[src/rtl/mm_pkg.sv]
// mm_pkg: shared definitions for the minute-set controller.
//   - FSM state encoding used by mm_control
//   - default hold / repeat timing and counter width
`timescale 1ns/1ps
package mm_pkg;

  // Button FSM: IDLE waits for a press, HOLD times the first auto-repeat
  // delay, REPEAT emits pulses at the repeat interval.
  typedef enum logic [1:0] {
    ST_IDLE   = 2'd0,
    ST_HOLD   = 2'd1,
    ST_REPEAT = 2'd2
  } mm_state_e;

  localparam int unsigned HOLD_CYCLES_DEF   = 32'd10;
  localparam int unsigned REPEAT_CYCLES_DEF = 32'd5;
  localparam int unsigned CNT_W_DEF         = 32'd8;

endpackage : mm_pkg

[src/rtl/mm_sync.sv]
// mm_sync: brings the asynchronous button level into the ck domain and
// flags its rising edge.
//   ck     in  system clock, rising edge
//   reset  in  asynchronous active-low reset
//   din    in  asynchronous level
//   level  out synchronized level (2-FF)
//   rise   out one-cycle high when level goes 0 -> 1
`timescale 1ns/1ps
module mm_sync
  import mm_pkg::*;
(
  input  logic ck,
  input  logic reset,
  input  logic din,
  output logic level,
  output logic rise
);

  logic r_meta;
  logic r_level;
  logic r_level_d;

  // Two-stage synchronizer plus one delayed copy for edge detection.
  always_ff @(posedge ck or negedge reset) begin
    if (!reset) begin
      r_meta    <= 1'b0;
      r_level   <= 1'b0;
      r_level_d <= 1'b0;
    end else begin
      r_meta    <= din;
      r_level   <= r_meta;
      r_level_d <= r_level;
    end
  end

  assign level = r_level;
  // Delayed copy resets to 0, so a button still held after reset
  // produces a fresh rising edge.
  assign rise  = r_level & ~r_level_d;

endmodule : mm_sync

[src/rtl/mm_control.sv]
// mm_control: minute-set controller for the auto-increment digital clock.
// Converts the mm button into one increment on press plus auto-repeat while
// held, routes increments to the clock or alarm minute counter, and merges
// the seconds-rollover tick into the clock minute increment.
//   ck           in  system clock, rising edge
//   reset        in  asynchronous active-low reset
//   mm           in  minute-set button (async level, 1 = pressed)
//   clock_alarm  in  1 = clock minutes, 0 = alarm minutes
//   min          in  one-cycle rollover tick, synchronous to ck
//   up_clock60   out increment to the clock minute counter
//   up_alarm60   out increment to the alarm minute counter
`timescale 1ns/1ps
module mm_control
  import mm_pkg::*;
#(
  parameter int unsigned HOLD_CYCLES   = HOLD_CYCLES_DEF,
  parameter int unsigned REPEAT_CYCLES = REPEAT_CYCLES_DEF,
  parameter int unsigned CNT_W         = CNT_W_DEF
) (
  input  logic ck,
  input  logic reset,
  input  logic mm,
  input  logic clock_alarm,
  input  logic min,
  output logic up_clock60,
  output logic up_alarm60
);

  localparam logic [CNT_W-1:0] HOLD_LIM   = CNT_W'(HOLD_CYCLES);
  localparam logic [CNT_W-1:0] REPEAT_LIM = CNT_W'(REPEAT_CYCLES);
  localparam logic [CNT_W-1:0] CNT_ONE    = {{(CNT_W-1){1'b0}}, 1'b1};

  // Saturating increment: the counter never wraps back to zero.
  function automatic logic [CNT_W-1:0] sat_inc(input logic [CNT_W-1:0] v);
    logic [CNT_W-1:0] res;
    if (v == {CNT_W{1'b1}}) begin
      res = v;
    end else begin
      res = v + CNT_ONE;
    end
    return res;
  endfunction

  logic             w_level;
  logic             w_rise;
  mm_state_e        r_state;
  mm_state_e        w_state_nxt;
  logic [CNT_W-1:0] r_cnt;
  logic [CNT_W-1:0] w_cnt_nxt;
  logic [CNT_W-1:0] w_cnt_inc;
  logic             w_pulse;
  logic             r_pulse_clk;
  logic             r_up_alarm60;
  logic             r_pending;

  mm_sync u_sync (
    .ck    (ck),
    .reset (reset),
    .din   (mm),
    .level (w_level),
    .rise  (w_rise)
  );

  assign w_cnt_inc = sat_inc(r_cnt);

  // Next-state, counter and pulse decode for the button FSM.
  always_comb begin
    w_state_nxt = r_state;
    w_cnt_nxt   = r_cnt;
    w_pulse     = 1'b0;
    case (r_state)
      ST_IDLE: begin
        w_cnt_nxt = '0;
        if (w_rise) begin
          w_pulse     = 1'b1;
          w_state_nxt = ST_HOLD;
        end else begin
          w_state_nxt = ST_IDLE;
        end
      end
      ST_HOLD: begin
        if (!w_level) begin
          w_state_nxt = ST_IDLE;
          w_cnt_nxt   = '0;
        end else if (w_cnt_inc == HOLD_LIM) begin
          w_pulse     = 1'b1;
          w_cnt_nxt   = '0;
          w_state_nxt = ST_REPEAT;
        end else begin
          w_cnt_nxt   = w_cnt_inc;
        end
      end
      ST_REPEAT: begin
        if (!w_level) begin
          w_state_nxt = ST_IDLE;
          w_cnt_nxt   = '0;
        end else if (w_cnt_inc == REPEAT_LIM) begin
          w_pulse     = 1'b1;
          w_cnt_nxt   = '0;
        end else begin
          w_cnt_nxt   = w_cnt_inc;
        end
      end
      default: begin
        w_state_nxt = ST_IDLE;
        w_cnt_nxt   = '0;
      end
    endcase
  end

  // FSM state and hold/repeat counter.
  always_ff @(posedge ck or negedge reset) begin
    if (!reset) begin
      r_state <= ST_IDLE;
      r_cnt   <= '0;
    end else begin
      r_state <= w_state_nxt;
      r_cnt   <= w_cnt_nxt;
    end
  end

  // Registered pulse, split by target at the edge that creates it so a
  // clock_alarm change can never drop or double a pulse.
  always_ff @(posedge ck or negedge reset) begin
    if (!reset) begin
      r_pulse_clk  <= 1'b0;
      r_up_alarm60 <= 1'b0;
    end else begin
      r_pulse_clk  <= w_pulse & clock_alarm;
      r_up_alarm60 <= w_pulse & ~clock_alarm;
    end
  end

  // A clock-routed pulse that lands on a rollover tick would otherwise be
  // absorbed into the same high cycle; remember it for one extra cycle.
  always_ff @(posedge ck or negedge reset) begin
    if (!reset) begin
      r_pending <= 1'b0;
    end else begin
      r_pending <= min & r_pulse_clk;
    end
  end

  // min stays combinational so the rollover adds no latency.
  assign up_clock60 = min | r_pulse_clk | r_pending;
  assign up_alarm60 = r_up_alarm60;

endmodule : mm_control

[config.mk]
export PLATFORM = sky130hd
export DESIGN_NAME = mm_control
export DESIGN_NICKNAME = d
export VERILOG_FILES = /design/src/rtl/mm_pkg.sv /design/src/rtl/mm_sync.sv /design/src/rtl/mm_control.sv
export SDC_FILE = /design/constraint.sdc
export NUM_CORES = 1
export LEC_CHECK = 0
export ABC_CLOCK_PERIOD_IN_PS = 2350
export BUFFER_PORTS_ARGS = -buffer_cell sky130_fd_sc_hd__clkbuf_2
export CAP_MARGIN = 20
export CORE_UTILIZATION = 57
export CTS_CLUSTER_SIZE = 12
export DETAILED_ROUTE_END_ITERATION = 7
export GPL_TIMING_DRIVEN = 1
export HOLD_SLACK_MARGIN = 0.02
export PLACE_DENSITY_LB_ADDON = 0.08
export SYNTH_ARGS = -nofsm -noshare
export SYNTH_HDL_FRONTEND = slang
export SYNTH_SLANG_ARGS = --single-unit
[constraint.sdc]
create_clock -name ck -period 2.35 [get_ports ck]
set_input_delay 0.1175 -clock ck [delete_from_list [all_inputs] [get_ports ck]]
set_output_delay 0.1175 -clock ck [all_outputs]
set_load 0.02 [all_outputs]
Yosys cells after proc, flatten, opt, wreduce, memory -nomap -nowiden
Cells that the tools add are included.

$add $sub $neg: 1. Equality and inequality tests: 7. Multiplexer cells: 17. Bitwise logic cells: 8. Reductions and logical operators: 2.

Operators with widths (number): 2-to-1 mux 8 bit (5); one-hot mux 8 bit (2 select lines) (1); adder 8 x 1 -> 8 bit (second input constant) (1); equality test 8 x 3 -> 1 bit (second input constant) (1); equality test 8 x 4 -> 1 bit (second input constant) (1); equality test 8 bit (second input constant) (1); 2-to-1 mux 1 bit (6); 2-to-1 mux 2 bit (3); one-hot mux 2 bit (3 select lines) (1); bitwise AND 1 bit (4); inequality test 3 bit (second input constant) (1); one-hot mux 1 bit (3 select lines) (1); equality test 2 x 1 -> 1 bit (second input constant) (1); equality test 2 bit (second input constant) (1); zero test 2 bit (1); inequality test 2 bit (second input constant) (1); inverter 1 bit (2); OR 1 bit (2); AND reduction 2 bit (1).

Flip-flop bits (word level): 16.

Longest topological paths before layout
Word-level depth: 7. Depth in mapped cells: 7. Mapped depth without buffers: 7.

Modules after synthesis
A second synthesis with hierarchy kept.

Cells, all modules: 90. Area total of the unflattened synthesis: 938.4 um^2.

Modules (own cells, without submodules): mm_control (instances 1, cells an instance 86, area each 849.6 um^2); mm_sync (instances 1, cells an instance 4, area each 88.8 um^2).

Least setup slack after synthesis
Ideal clock, no wire load.

Path kind: reg-to-reg. Start point: register r_cnt[0]. End point: register r_state[0]. Setup time: 0.069 ns. Arrival time: 1.742 ns. Required time: 2.281 ns. Slack: 0.539 ns. Cell stages (with the launch flop): 7. Clock period less this slack: 1.811 ns. Cell sequence: dfrtp_1 > ha_1 > xnor2_1 > o31a_2 > nand4_4 > or4_1 > nand3_1.

Cells in the longest elaborated chain, start to end: 5. Elaborated cells between the ends (all ways): 6.

RTL lines: start: declaration (line mm_control.sv:48) `logic [CNT_W-1:0] r_cnt;`; start signal: assignment (line mm_control.sv:118) `r_cnt <= w_cnt_nxt;`; adder 8 x 1 -> 8 bit or equality test 8 bit (tied branches) (line mm_control.sv:39, mm_control.sv:36); 2-to-1 mux 8 bit (*) (line mm_control.sv:36) `if (v == {CNT_W{1'b1}}) begin`; equality test 8 x 4 -> 1 bit (*) (line mm_control.sv:85) `end else if (w_cnt_inc == HOLD_LIM) begin`; inequality test 3 bit (no line) (*); AND reduction 2 bit (no line) (*); end signal: assignment (line mm_control.sv:117) `r_state <= w_state_nxt;`; end: declaration (line mm_control.sv:46) `mm_state_e r_state;`.

Mark *: on every way between the ends. The rest lies on a longest branch, timed or not. A chain may end at the register's enable or synchronous reset.

Final worst setup path
Start point: register r_cnt[1]. End point: register r_state[0].

Same word-level chain as after synthesis.

==> flow_summary.toml <==
[synthesis]
synth_top_family_by_area = "simple AND/OR/NAND/NOR gates"
synth_seq_cells = 16
synth_xor_area_share_pct = 1.797
synth_mux_area_share_pct = 1.027
synth_top_area_share_pct = 41.08
syn_area_um2 = 974.7
synth_ff_type = "dfrtp_1"
yosys.area_share.simple_pct = 24.39
async_flop_share_pct = 100.0
synth_nets = 111
yosys_warnings = 0
ys_seq_area_share_pct = 41.08
synth_cell_types = 38
synth_common_cells = "dfrtp_1 (16), ha_1 (7), nor2_1 (7), nor3_1 (7), inv_1 (6)"
synth-compound-area-share_pct = 17.59
yosys.area.top_type = "dfrtp_1"
avgSynthCellArea_um2 = 9.845
synth.area.top_cells = "dfrtp_1 (41%), ha_1 (9.0%), a211oi_1 (3.9%), nor3_1 (3.6%), nor2_1 (2.7%)"
yosysMostFrequentCell = "dfrtp_1"
synth_edf_count = 0
synth_cells = 99
synthAdderAreaFrac_pct = 8.986

[sta]
tns_ns = 0
slew_headroom_pct = 61.27
finalCritPeriodShare_pct = 85.52
hold_viol = 0
fmax_mhz = 497.6
worst_slack_ns = 0.3403
period_needed_ns = 2.010
slew_viol_final = 0
setup_viol = 0
final.setup_skew_ns = 0.002163
rsz0062_at_grt = "false"
worst_slew_pin_slew_ns = 0.5765

[power]
swShare_pct = 23.81
p_int_uw = 395.0
p_leak_uw = 0.0004504
p_clk_share_pct = 35.4
p_switching_uw = 123.4
ir_drop_mv = 0.3278
p_per_area_nw_per_um2 = 487.5
p_seq_share_pct = 55.8
comb_power_share_pct = 8.8

[run]
drv_cap = 0

[layout]
nNetsFinal = 122
multi_input_area_um2 = 524.3
area_growth_pct = 9.114
n_antenna_cell = 0
final_util_pct = 68.22
fillers = 118
seqCellArea_um2 = 400.4
drive_above_1_share_pct = 16.51

[worst_setup_path]
critPathLaunch = "r_cnt[1]"
crit-reg2reg-launch = "r_cnt[1]"
arrival_ns = 2.24
cp_max_fo = 7
reg2regPathDepth = 6
startpoint_type = "flip-flop"
crit_type = "flip-flop to flip-flop"
endpoint_kind = "flip-flop"
required_ns = 2.58

[floorplan]
die_x_um = 43.35
ioPinCount = 7
die_area_um2 = 1879
rows = 14
initial_utilization_pct = 62.52
die_y_um = 43.35
fp.coreArea_um2 = 1559

[placed_design]
place.gp.congestion = 0.8444
pre_cts_slack_ns = 0.4058
port-buffer-count = 6
dp_hpwl_mm = 1.290

[route]
vias = 760
drc = 2
via_per_inst = 6.080
first_pass_iters = 6
wl_per_cell_um = 14.45
drt-total-wl_mm = 1.806
drtIter0Drc = 32
antenna_left = 0

[clock_network]
cts_tree = "built"
hold_buffers = 3
ctsResizeCount = 0
clock_sinks = 16
postCtsSetupBuffers = 0
cts_max_level = 1
clk_latency_ns = 0.29
ctsLongestPathBuffers = 2
clk_pin_slew_ns = 0.10
cts_buffers = 3
root_buffer = "clkbuf_4"

[global_route]
antenna_found_initial = 0
grt_pass1_vias = 690
grt_pass1_wl_mm = 2.960
overflow = 0
grt_max_degree = 17
track_usage_pct = 21.60

[worst_hold_path]
hold_start = "min"
hold_depth = 2
hp-class = "input port to flip-flop"

[run_status]
violations = "design-rule violations"
status = "finished, violations left"
-- placed cells by master, fill, tap and decap left out, drive strengths merged, types with 2 or more instances in the layout --
| master | netlist | final |
|---|---|---|
| a211oi | 5 | 5 |
| a21boi | 2 | 2 |
| a21oi | 4 | 4 |
| clkbuf | 0 | 10 |
| dfrtp | 16 | 16 |
| dlygate4sd3 | 0 | 3 |
| ha | 7 | 7 |
| inv | 6 | 6 |
| nand2 | 6 | 6 |
| nand3 | 5 | 5 |
| nand3b | 2 | 2 |
| nand4 | 5 | 5 |
| nor2 | 7 | 7 |
| nor3 | 7 | 7 |
| o21ai | 4 | 4 |
| o21bai | 2 | 2 |
| or3 | 2 | 2 |
| xnor2 | 2 | 2 |
-- state kept, by name, indices dropped and copies added, names as in the netlist --
name and flops:
up_alarm60 1, r_pending 1, r_pulse_clk 1, u_sync.r_level_d 1, r_cnt 8, u_sync.level 1, u_sync.r_meta 1, r_state 2
-- kinds of logic (layout without fill, tap and decap cells) --
kind of cell             Yosys count  count (layout)
multiplexers                       1               1
AO/OA/AOI/OAI                     24              24
adder cells (fa/ha/maj)            7               7
buffers and inverters              9              19
AND/OR/NAND/NOR                   40              40
flip-flops                        16              16
XOR/XNOR                           2               2
-- path summary, 6_finish.rpt --
kind	to	slack, ns
setup / recovery	r_state[0]	0.34
hold / removal	r_pending	0.05
setup reg to reg	r_state[0]	0.34
hold reg to reg	u_sync.level	0.36
max in group asynchronous	u_sync.r_meta	1.80
min in group asynchronous	r_cnt[5]	0.27
-- cell type report --
class | count | share of cell area [%]
repair buffers | 9 | 5.647
inverters | 6 | 2.118
well taps | 16 | 1.882
clock buffers | 4 | 3.412
flip-flops and latches | 16 | 37.65
multi-input cells | 74 | 49.29
-- critical path: stages, from the launching register on --
cell	delay, ns
dfrtp_1	0.46
ha_1	0.33
nand4_2	0.21
o21bai_2	0.21
nand2_1	0.14
or4_1	0.51
nand3_1	0.09
-- power by group through the flow --
stage	logic (uW)	clock network, uW	registers (uW)
3_3_place_gp	41.2	0	294
3_5_place_dp	41.3	0	295
2_1_floorplan	27.6	0	293
5_1_grt	51.8	197	291
4_1_cts	45.5	186	289
6_report	45.6	184	289
-- routing by layer --
layer  global-route usage, %  routed length (um)  share of wire [%]  vias up
met1                   31.44                 953                 53      354
li1                        -                   -                  -      382
met2                   31.82                 748                 41       18
met4                   9.375                  51                2.8        0
met5                       0                   0                  0        -
met3                   3.750                  53                2.9        6
-- stage by stage --
stage	cell area, um^2	hold WS, ns	power (uW)	instances
floorplan	974.7	-0.1781	320.3	99
global placement	997.2	0.05462	335.4	118
detailed placement	997.2	0.05693	335.9	118
CTS	1064	0.05345	520.8	125
global route	1064	0.04771	539.6	125
finish	1064	0.05226	518.5	125
Power figures use the tool's default switching activity.
